## src/rtl/ball_motion.sv

```systemverilog
// Pong ball position engine: moves the ball once per frame, bounces it off walls and
// paddles, flags a score, and parks it at the serve point until the next serve.
module ball_motion #(
   parameter int SCREEN_W    = 640,
   parameter int SCREEN_H    = 480,
   parameter int BALL_SIZE   = 8,
   parameter int SPEED       = 2,
   parameter int START_X     = 316,
   parameter int START_Y     = 236,
   parameter int L_PADDLE_X  = 20,
   parameter int R_PADDLE_X  = 610,
   parameter int PADDLE_W    = 10,
   parameter int PADDLE_H    = 64,
   parameter int HOLD_FRAMES = 60
) (
   input  logic       pixel_clk,
   input  logic       rst,
   input  logic       frame_tick,
   input  logic       serve,
   input  logic [9:0] l_paddle_y,
   input  logic [9:0] r_paddle_y,
   output logic [9:0] ball_x,
   output logic [9:0] ball_y,
   output logic       dir_x,
   output logic       dir_y,
   output logic       score_l,
   output logic       score_r,
   output logic       in_play
);

   // frame_tick and serve are single-cycle strobes with no back-pressure: a strobe is
   // consumed in the cycle it is high, or dropped if the current state has no use for it.
   // score_l/score_r are single-cycle strobes on the cycle the ball enters SCORED.

   localparam int CW = $clog2(HOLD_FRAMES + 1);

   localparam logic [10:0] W_11    = 11'(SCREEN_W);
   localparam logic [10:0] H_11    = 11'(SCREEN_H);
   localparam logic [10:0] BS_11   = 11'(BALL_SIZE);
   localparam logic [10:0] SP_11   = 11'(SPEED);
   localparam logic [10:0] PH_11   = 11'(PADDLE_H);
   localparam logic [10:0] L_EDGE  = 11'(L_PADDLE_X + PADDLE_W);
   localparam logic [10:0] R_EDGE  = 11'(R_PADDLE_X);
   localparam logic [9:0]  X_START = 10'(START_X);
   localparam logic [9:0]  Y_START = 10'(START_Y);

   typedef enum logic [1:0] {IDLE, PLAY, SCORED} state_t;

   state_t        state;
   logic [CW-1:0] hold_cnt;

   logic [10:0] bx, by, lp, rp;
   logic        ov_l, ov_r, hit_l, hit_r;
   logic        pt_l, pt_r;
   logic [9:0]  nx, ny;
   logic        ndx, ndy;

   // All geometry is evaluated in 11 bits so edge sums never wrap.
   assign bx = {1'b0, ball_x};
   assign by = {1'b0, ball_y};
   assign lp = {1'b0, l_paddle_y};
   assign rp = {1'b0, r_paddle_y};

   assign ov_l  = (by + BS_11 > lp) && (by < lp + PH_11);
   assign ov_r  = (by + BS_11 > rp) && (by < rp + PH_11);
   assign hit_l = (bx >= L_EDGE) && (bx - SP_11 <= L_EDGE) && ov_l;
   assign hit_r = (bx + BS_11 <= R_EDGE) && (bx + BS_11 + SP_11 >= R_EDGE) && ov_r;

   always_comb begin
      ny   = ball_y;
      ndy  = dir_y;
      nx   = ball_x;
      ndx  = dir_x;
      pt_l = 1'b0;
      pt_r = 1'b0;

      if (dir_y) begin
         if (by + BS_11 + SP_11 >= H_11) begin
            ny  = 10'(H_11 - BS_11);
            ndy = 1'b0;
         end else begin
            ny = 10'(by + SP_11);
         end
      end else if (by <= SP_11) begin
         ny  = 10'd0;
         ndy = 1'b1;
      end else begin
         ny = 10'(by - SP_11);
      end

      // Horizontal uses the same pre-tick position, so a corner hit reflects both axes.
      if (!dir_x) begin
         if (hit_l) begin
            nx  = 10'(L_EDGE);
            ndx = 1'b1;
         end else if (bx <= SP_11) begin
            nx   = 10'd0;
            ndx  = 1'b0;
            pt_r = 1'b1;
         end else begin
            nx = 10'(bx - SP_11);
         end
      end else begin
         if (hit_r) begin
            nx  = 10'(R_EDGE - BS_11);
            ndx = 1'b0;
         end else if (bx + BS_11 + SP_11 >= W_11) begin
            nx   = 10'(W_11 - BS_11);
            ndx  = 1'b1;
            pt_l = 1'b1;
         end else begin
            nx = 10'(bx + SP_11);
         end
      end
   end

   always_ff @(posedge pixel_clk or posedge rst) begin
      if (rst) begin
         state    <= IDLE;
         hold_cnt <= '0;
         ball_x   <= X_START;
         ball_y   <= Y_START;
         dir_x    <= 1'b1;
         dir_y    <= 1'b1;
         score_l  <= 1'b0;
         score_r  <= 1'b0;
         in_play  <= 1'b0;
      end else begin
         score_l <= 1'b0;
         score_r <= 1'b0;
         case (state)
            IDLE: begin
               // The serve cycle never moves the ball, even on a coincident frame_tick.
               if (serve) begin
                  state   <= PLAY;
                  in_play <= 1'b1;
                  dir_y   <= 1'b1;
               end
            end
            PLAY: begin
               if (frame_tick) begin
                  ball_x <= nx;
                  ball_y <= ny;
                  dir_x  <= ndx;
                  dir_y  <= ndy;
                  if (pt_l || pt_r) begin
                     state    <= SCORED;
                     in_play  <= 1'b0;
                     score_l  <= pt_l;
                     score_r  <= pt_r;
                     hold_cnt <= '0;
                  end
               end
            end
            SCORED: begin
               if (frame_tick) begin
                  if (hold_cnt == CW'(HOLD_FRAMES - 1)) begin
                     state    <= IDLE;
                     hold_cnt <= '0;
                     ball_x   <= X_START;
                     ball_y   <= Y_START;
                  end else begin
                     hold_cnt <= hold_cnt + 1'b1;
                  end
               end
            end
            default: begin
               state   <= IDLE;
               in_play <= 1'b0;
            end
         endcase
      end
   end

endmodule
```

## config.mk

```make
export PLATFORM = sky130hd
export DESIGN_NAME = ball_motion
export DESIGN_NICKNAME = d
export VERILOG_FILES = /design/src/rtl/ball_motion.sv
export SDC_FILE = /design/constraint.sdc
export NUM_CORES = 1
export LEC_CHECK = 0
export ABC_AREA = 1
export CAP_MARGIN = 20
export CELL_PAD_IN_SITES_DETAIL_PLACEMENT = 2
export CELL_PAD_IN_SITES_GLOBAL_PLACEMENT = 2
export CORE_MARGIN = 2
export CORE_UTILIZATION = 28
export CTS_CLUSTER_SIZE = 25
export DETAILED_ROUTE_END_ITERATION = 16
export GPL_ROUTABILITY_DRIVEN = 0
export PLACE_DENSITY_LB_ADDON = 0.1
export SLEW_MARGIN = 20
export SYNTH_ARGS = -nofsm -noshare
export SYNTH_HDL_FRONTEND = slang
export SYNTH_SLANG_ARGS = --single-unit
```

## constraint.sdc

```tcl
create_clock -name pixel_clk -period 2.85 [get_ports pixel_clk]
set_input_delay 0.285 -clock pixel_clk [delete_from_list [all_inputs] [get_ports pixel_clk]]
set_output_delay 0.285 -clock pixel_clk [all_outputs]
set_load 0.01 [all_outputs]
```

Word-level counts from Yosys, hierarchy flattened
Cells that the tools add are included.
W data, S select, Z words.
{ "totals": {"elab_cells": 108, "ff_bits": 33} }
{ "op_classes": {"addsub": 11, "magnitude_cmp": 12, "bitwise_logic": 1, "eq_ne": 8, "n_reduce_logical": 16, "mux": 51} }
{ "op_table": {"columns": ["op", "n"], "rows": [
  ["$mux W10", 14],
  ["$pmux W10 S2", 2],
  ["$mux W6", 4],
  ["$add A10 B4 Y11 const B", 2],
  ["$add A10 B7 Y11 const B", 2],
  ["$add A11 B2 Y11 const B", 2],
  ["$ge A11 B10 Y1 const B", 2],
  ["$gt A11 B10 Y1", 2],
  ["$lt A10 B11 Y1", 2],
  ["$mux W1", 22],
  ["$add A10 B2 Y10 const B", 2],
  ["$le A10 B2 Y1 const B", 2],
  ["$pmux W6 S2", 1],
  ["$reduce_and A4 Y1", 3],
  ["$ge A11 B9 Y1 const B", 1],
  ["$le A11 B10 Y1 const B", 1],
  ["$le A11 B5 Y1 const B", 1],
  ["$sub A10 B2 Y11 const B", 1],
  ["$ge A10 B5 Y1 const B", 1],
  ["$mux W2", 5],
  ["$ne A2 B2 Y1 const B", 5],
  ["$sub A10 B2 Y10 const B", 1],
  ["$add A6 B1 Y6 const B", 1],
  ["$eq A6 B6 Y1 const B", 1],
  ["13 further kinds", 19]
]} }

Depth between registers and ports, before layout
{ "logic_depth": {"ltp_word": 11, "mapped_depth": 20, "mapped_depth_nobuf": 20} }

Worst setup path before layout
No wires, ideal clock.
{ "synth_path": {"path_kind": "register to register", "startpoint": "register ball_y[3]", "endpoint": "register hold_cnt[0]", "slack_ns": -0.002, "setup_time_ns": 0.118, "arrival_time_ns": 2.735, "path_stages_with_launch": 18, "period_less_slack_ns": 2.852, "required_time_ns": 2.732, "cell_sequence": "dfstp_2 ha_1 nand4_1 or2_1 xor2_1 inv_1 ha_1 nand3_1 nor2_1 nor2_1 nand2_1 nand2_1 nor2_1 nand3_4 nand4_4 nand3_2 nand2_1 nand2_1"} }
{ "synth_between": {"elab_chain_len": 9} }
{ "synth_rtl": {"columns": ["element", "line", "rtl"], "rows": [
  ["start, declared", "23", "output logic [9:0] ball_y,"],
  ["start signal, assigned", "143", "ball_y <= ny;"],
  ["$add A10 B4 Y11", "64, 65", null],
  ["$gt A11 B10 Y1, on equally long branches", "65, 64", null],
  ["$logic_and A1 B1 Y1, on equally long branches", "65, 64", null],
  ["$logic_and A1 B1 Y1, on equally long branches", "67, 66", null],
  ["$mux W1, on equally long branches", "104, 93", null],
  ["$mux W1", "92", "if (!dir_x) begin"],
  ["$logic_or A1 B1 Y1 (*)", "146", "if (pt_l || pt_r) begin"],
  ["$ne A2 B2 Y1 (no source line) (*)", null, null],
  ["$reduce_and A4 Y1 (no source line) (*)", null, null],
  ["end signal, assigned", "163", "hold_cnt <= hold_cnt + 1'b1;"],
  ["end, declared", "50", "logic [CW-1:0] hold_cnt;"]
]} }
Mark *: on every way between the ends. The rest lies on a longest branch, timed or not.
A chain may end at the register's enable or synchronous reset.

Worst setup path in the final report
{ "layout_path": {"startpoint": "register ball_y[3]", "endpoint": "register hold_cnt[4]"} }
The elaborated chain is that of the path after synthesis.

==> flow_summary.json <==
{
  "status": "finished, violations left",
  "failed_checks": "negative setup slack",
  "arrival_ps": 3110,
  "worst_skew_pair.late_latency_ps": 290,
  "cts.sinks": 31,
  "synth_warnings": 0,
  "synth_seq_cells": 31,
  "p_leak_nw": 2.63,
  "critPathCaptureType": "flop",
  "fin_ws_ps": -81.9,
  "drt_iter0_drc": 178,
  "synth_edf_count": 0,
  "required_ps": 3030,
  "initial_core_util": 0.287,
  "critical_path.startpoint_type": "flop",
  "coreArea_sq_um": 13900,
  "rsz0062_at_grt": "yes",
  "synthTopCellsByCount": "nand2_1, inv_1, nor2_1",
  "synth_cells": 607,
  "synth_top_cell_area_share": 0.153,
  "synth_area_leaders": "ha_1, nand2_1, dfrtp_1",
  "crit_chain": "buf_4 > inv_2 > nor3_4 > xor2_2 > inv_2 > ha_4 > nand2_1 > inv_1 > nand3_2 > inv_1 > nand3_1 > nand2_1 > nand2_2 > nor2_4 > nand3_4 > nand4_4 > nand3_4 > nand2_1 > nand2_1",
  "grtUsageTotal": 0.217,
  "drc": 0,
  "cts-htree-levels": 2,
  "internal_power_w": 0.00285,
  "cts_buffers": 5,
  "gr-total-overflow": 0,
  "async_flop_share": 1.00,
  "via_per_inst": 5.07,
  "cp_max_fo": 5,
  "p_seq_frac": 0.161,
  "rows": 43,
  "slowest_delay_ps": 580,
  "yosysSeqAreaShare": 0.198,
  "wl_um": 16100,
  "grt_max_degree": 32,
  "placement.io_buffers": 46,
  "fin_skew_ps": 5.24,
  "wl_per_cell_um": 18.3,
  "combPwrFrac": 0.726,
  "antennaDiodeCount": 0,
  "place_inst": 858,
  "cp_top_family": "simple AND/OR/NAND/NOR gates",
  "swShare": 0.517,
  "hold_path_class": "input port to async pin",
  "fmax_mhz": 341,
  "power.share.clock": 0.113,
  "area_delta_synth_final_pct": 35.1,
  "die_w_um": 123,
  "period_minus_slack_ps": 2930,
  "grt_pass1_vias": 4934,
  "cts_buffer_depth": 2,
  "final_nets": 772,
  "critPathSlowestCell": "dfstp_2",
  "cts_root_buf": "clkbuf_16",
  "setup_violations": 16,
  "worstSetupPathType": "flop to flop",
  "cts_tree": "done",
  "antenna_found_initial": 0,
  "finalHoldViolCount": 0,
  "vias": 4458,
  "finalSetupTns_ps": -846,
  "slew_violations": 0,
  "fin_util": 0.387,
  "drive_above_1_share": 0.186,
  "postSynthAreaPerCell_sq_um": 6.58,
  "powerDensity_nw_per_um2": 1090,
  "die_h_um": 123,
  "ant_nets": 0,
  "irDropWorstVdd_uv": 384,
  "timing.critical_path.buf_inv": 5,
  "syn_area_sq_um": 4000,
  "grt_pass1_wl_um": 25500,
  "firstDrtPassIters": 5,
  "netSwitchingPower_w": 0.00305,
  "dpl.hpwl_um": 12400,
  "final_cells": 880,
  "num_io_pins": 49,
  "power.total_w": 0.00590,
  "path_clk_slew_ps": 60,
  "crit_path_frequent_cell": "nand2_1",
  "synth_ff_type": "dfrtp_1",
  "finalCritPeriodShare": 1.03,
  "dieArea_sq_um": 15200,
  "netlist-cell-type-count": 42,
  "synth.most_common_cell": "nand2_1",
  "cap_violations": 0,
  "synth_top_area_cell": "ha_1"
}
[logic make-up (layout without fill, tap and decap cells)]
group                    after synthesis  count (layout)  share of synthesized area
adder cells (fa/ha/maj)               49              49                      0.153
other                                  1               2                   0.000939
flip-flops                            31              31                      0.198
AO/OA/AOI/OAI                         71              71                     0.0980
XOR/XNOR                              36              36                     0.0789
AND/OR/NAND/NOR                      317             318                      0.366
buffers and inverters                102             193                      0.105
[state kept, by name, summed over array words and instances (netlist names)]
| register | flops |
|---|---|
| dir_y | 1 |
| ball_y | 9 |
| ball_x | 9 |
| score_l | 1 |
| state | 2 |
| dir_x | 1 |
| score_r | 1 |
| hold_cnt | 6 |
| in_play | 1 |
[final cells by class]
class / instances / area (sq um)
timing repair buffer: 95 / 847
tap: 180 / 225
clock inverter: 2 / 35.0
inverter: 90 / 340
fill: 1682 / 8540
multi-input combinational: 476 / 3020
clock buffer: 6 / 139
sequential: 31 / 791
[power groups by stage]
stage | clock (W) | sequential (W) | combinational (W)
after floorplan | 0 | 0.000929 | 0.00225
after global placement | 0 | 0.000948 | 0.00356
after detailed placement | 0 | 0.000952 | 0.00372
after CTS | 0.000676 | 0.000953 | 0.00399
after global routing | 0.000693 | 0.000989 | 0.00477
final | 0.000664 | 0.000951 | 0.00428
[layer usage]
layer / wire length (um) / vias to the layer above / GRT usage
li1: - / 2164 / -
met1: 7030 / 2216 / 0.260
met2: 8440 / 62 / 0.410
met3: 392 / 16 / 0.0231
met4: 226 / 0 / 0.0490
met5: 0 / - / 0
[metrics by stage]
stage | hold WS (ps) | worst slack [ps] | instance area (sq um)
6_report | 404 | -81.9 | 5400
5_1_grt | 463 | -237 | 5400
4_1_cts | 420 | 5.95 | 5210
3_5_place_dp | 479 | -199 | 4880
3_3_place_gp | 469 | -49.0 | 4880
2_1_floorplan | 380 | 24.0 | 4000
[layout by cell type, fill, tap and decap left out, types with 8 or more instances in the layout]
cell / n
a21oi_1: 24
buf_4: 44
clkdlybuf4s50_1: 46
dfrtp_1: 19
dfstp_2: 12
ha_1: 43
inv_1: 78
inv_2: 9
nand2_1: 128
nand2_2: 13
nand3_1: 51
nand4_1: 24
nor2_1: 64
o21ai_0: 23
o21ai_1: 8
xor2_1: 26
[worst min-delay path: cells and delay by family]
family | cells | cell delay [ps]
buffers and inverters | 3 | 840
[path summary, 6_finish.rpt]
kind | depth (start not counted) | from | slack (ps) | to
setup / recovery | 19 | ball_y[3] | -80 | hold_cnt[4]
hold / removal | 3 | rst | 400 | ball_y[9]
setup reg to reg | 19 | ball_y[3] | -80 | hold_cnt[4]
hold reg to reg | 2 | in_play | 480 | in_play
max in group asynchronous | 3 | rst | 2100 | ball_x[2]
min in group pixel_clk | 2 | in_play | 480 | in_play
[timing repair]
item                                    4_1_cts  5_1_grt
setup buffers                                 7        6
cloned                                        1        0
endpoints found under the setup margin       16       19
resized for setup                            17       33
hold buffers                                  0        0
pin swaps                                    10       15
(Power assumes the default switching activity.)
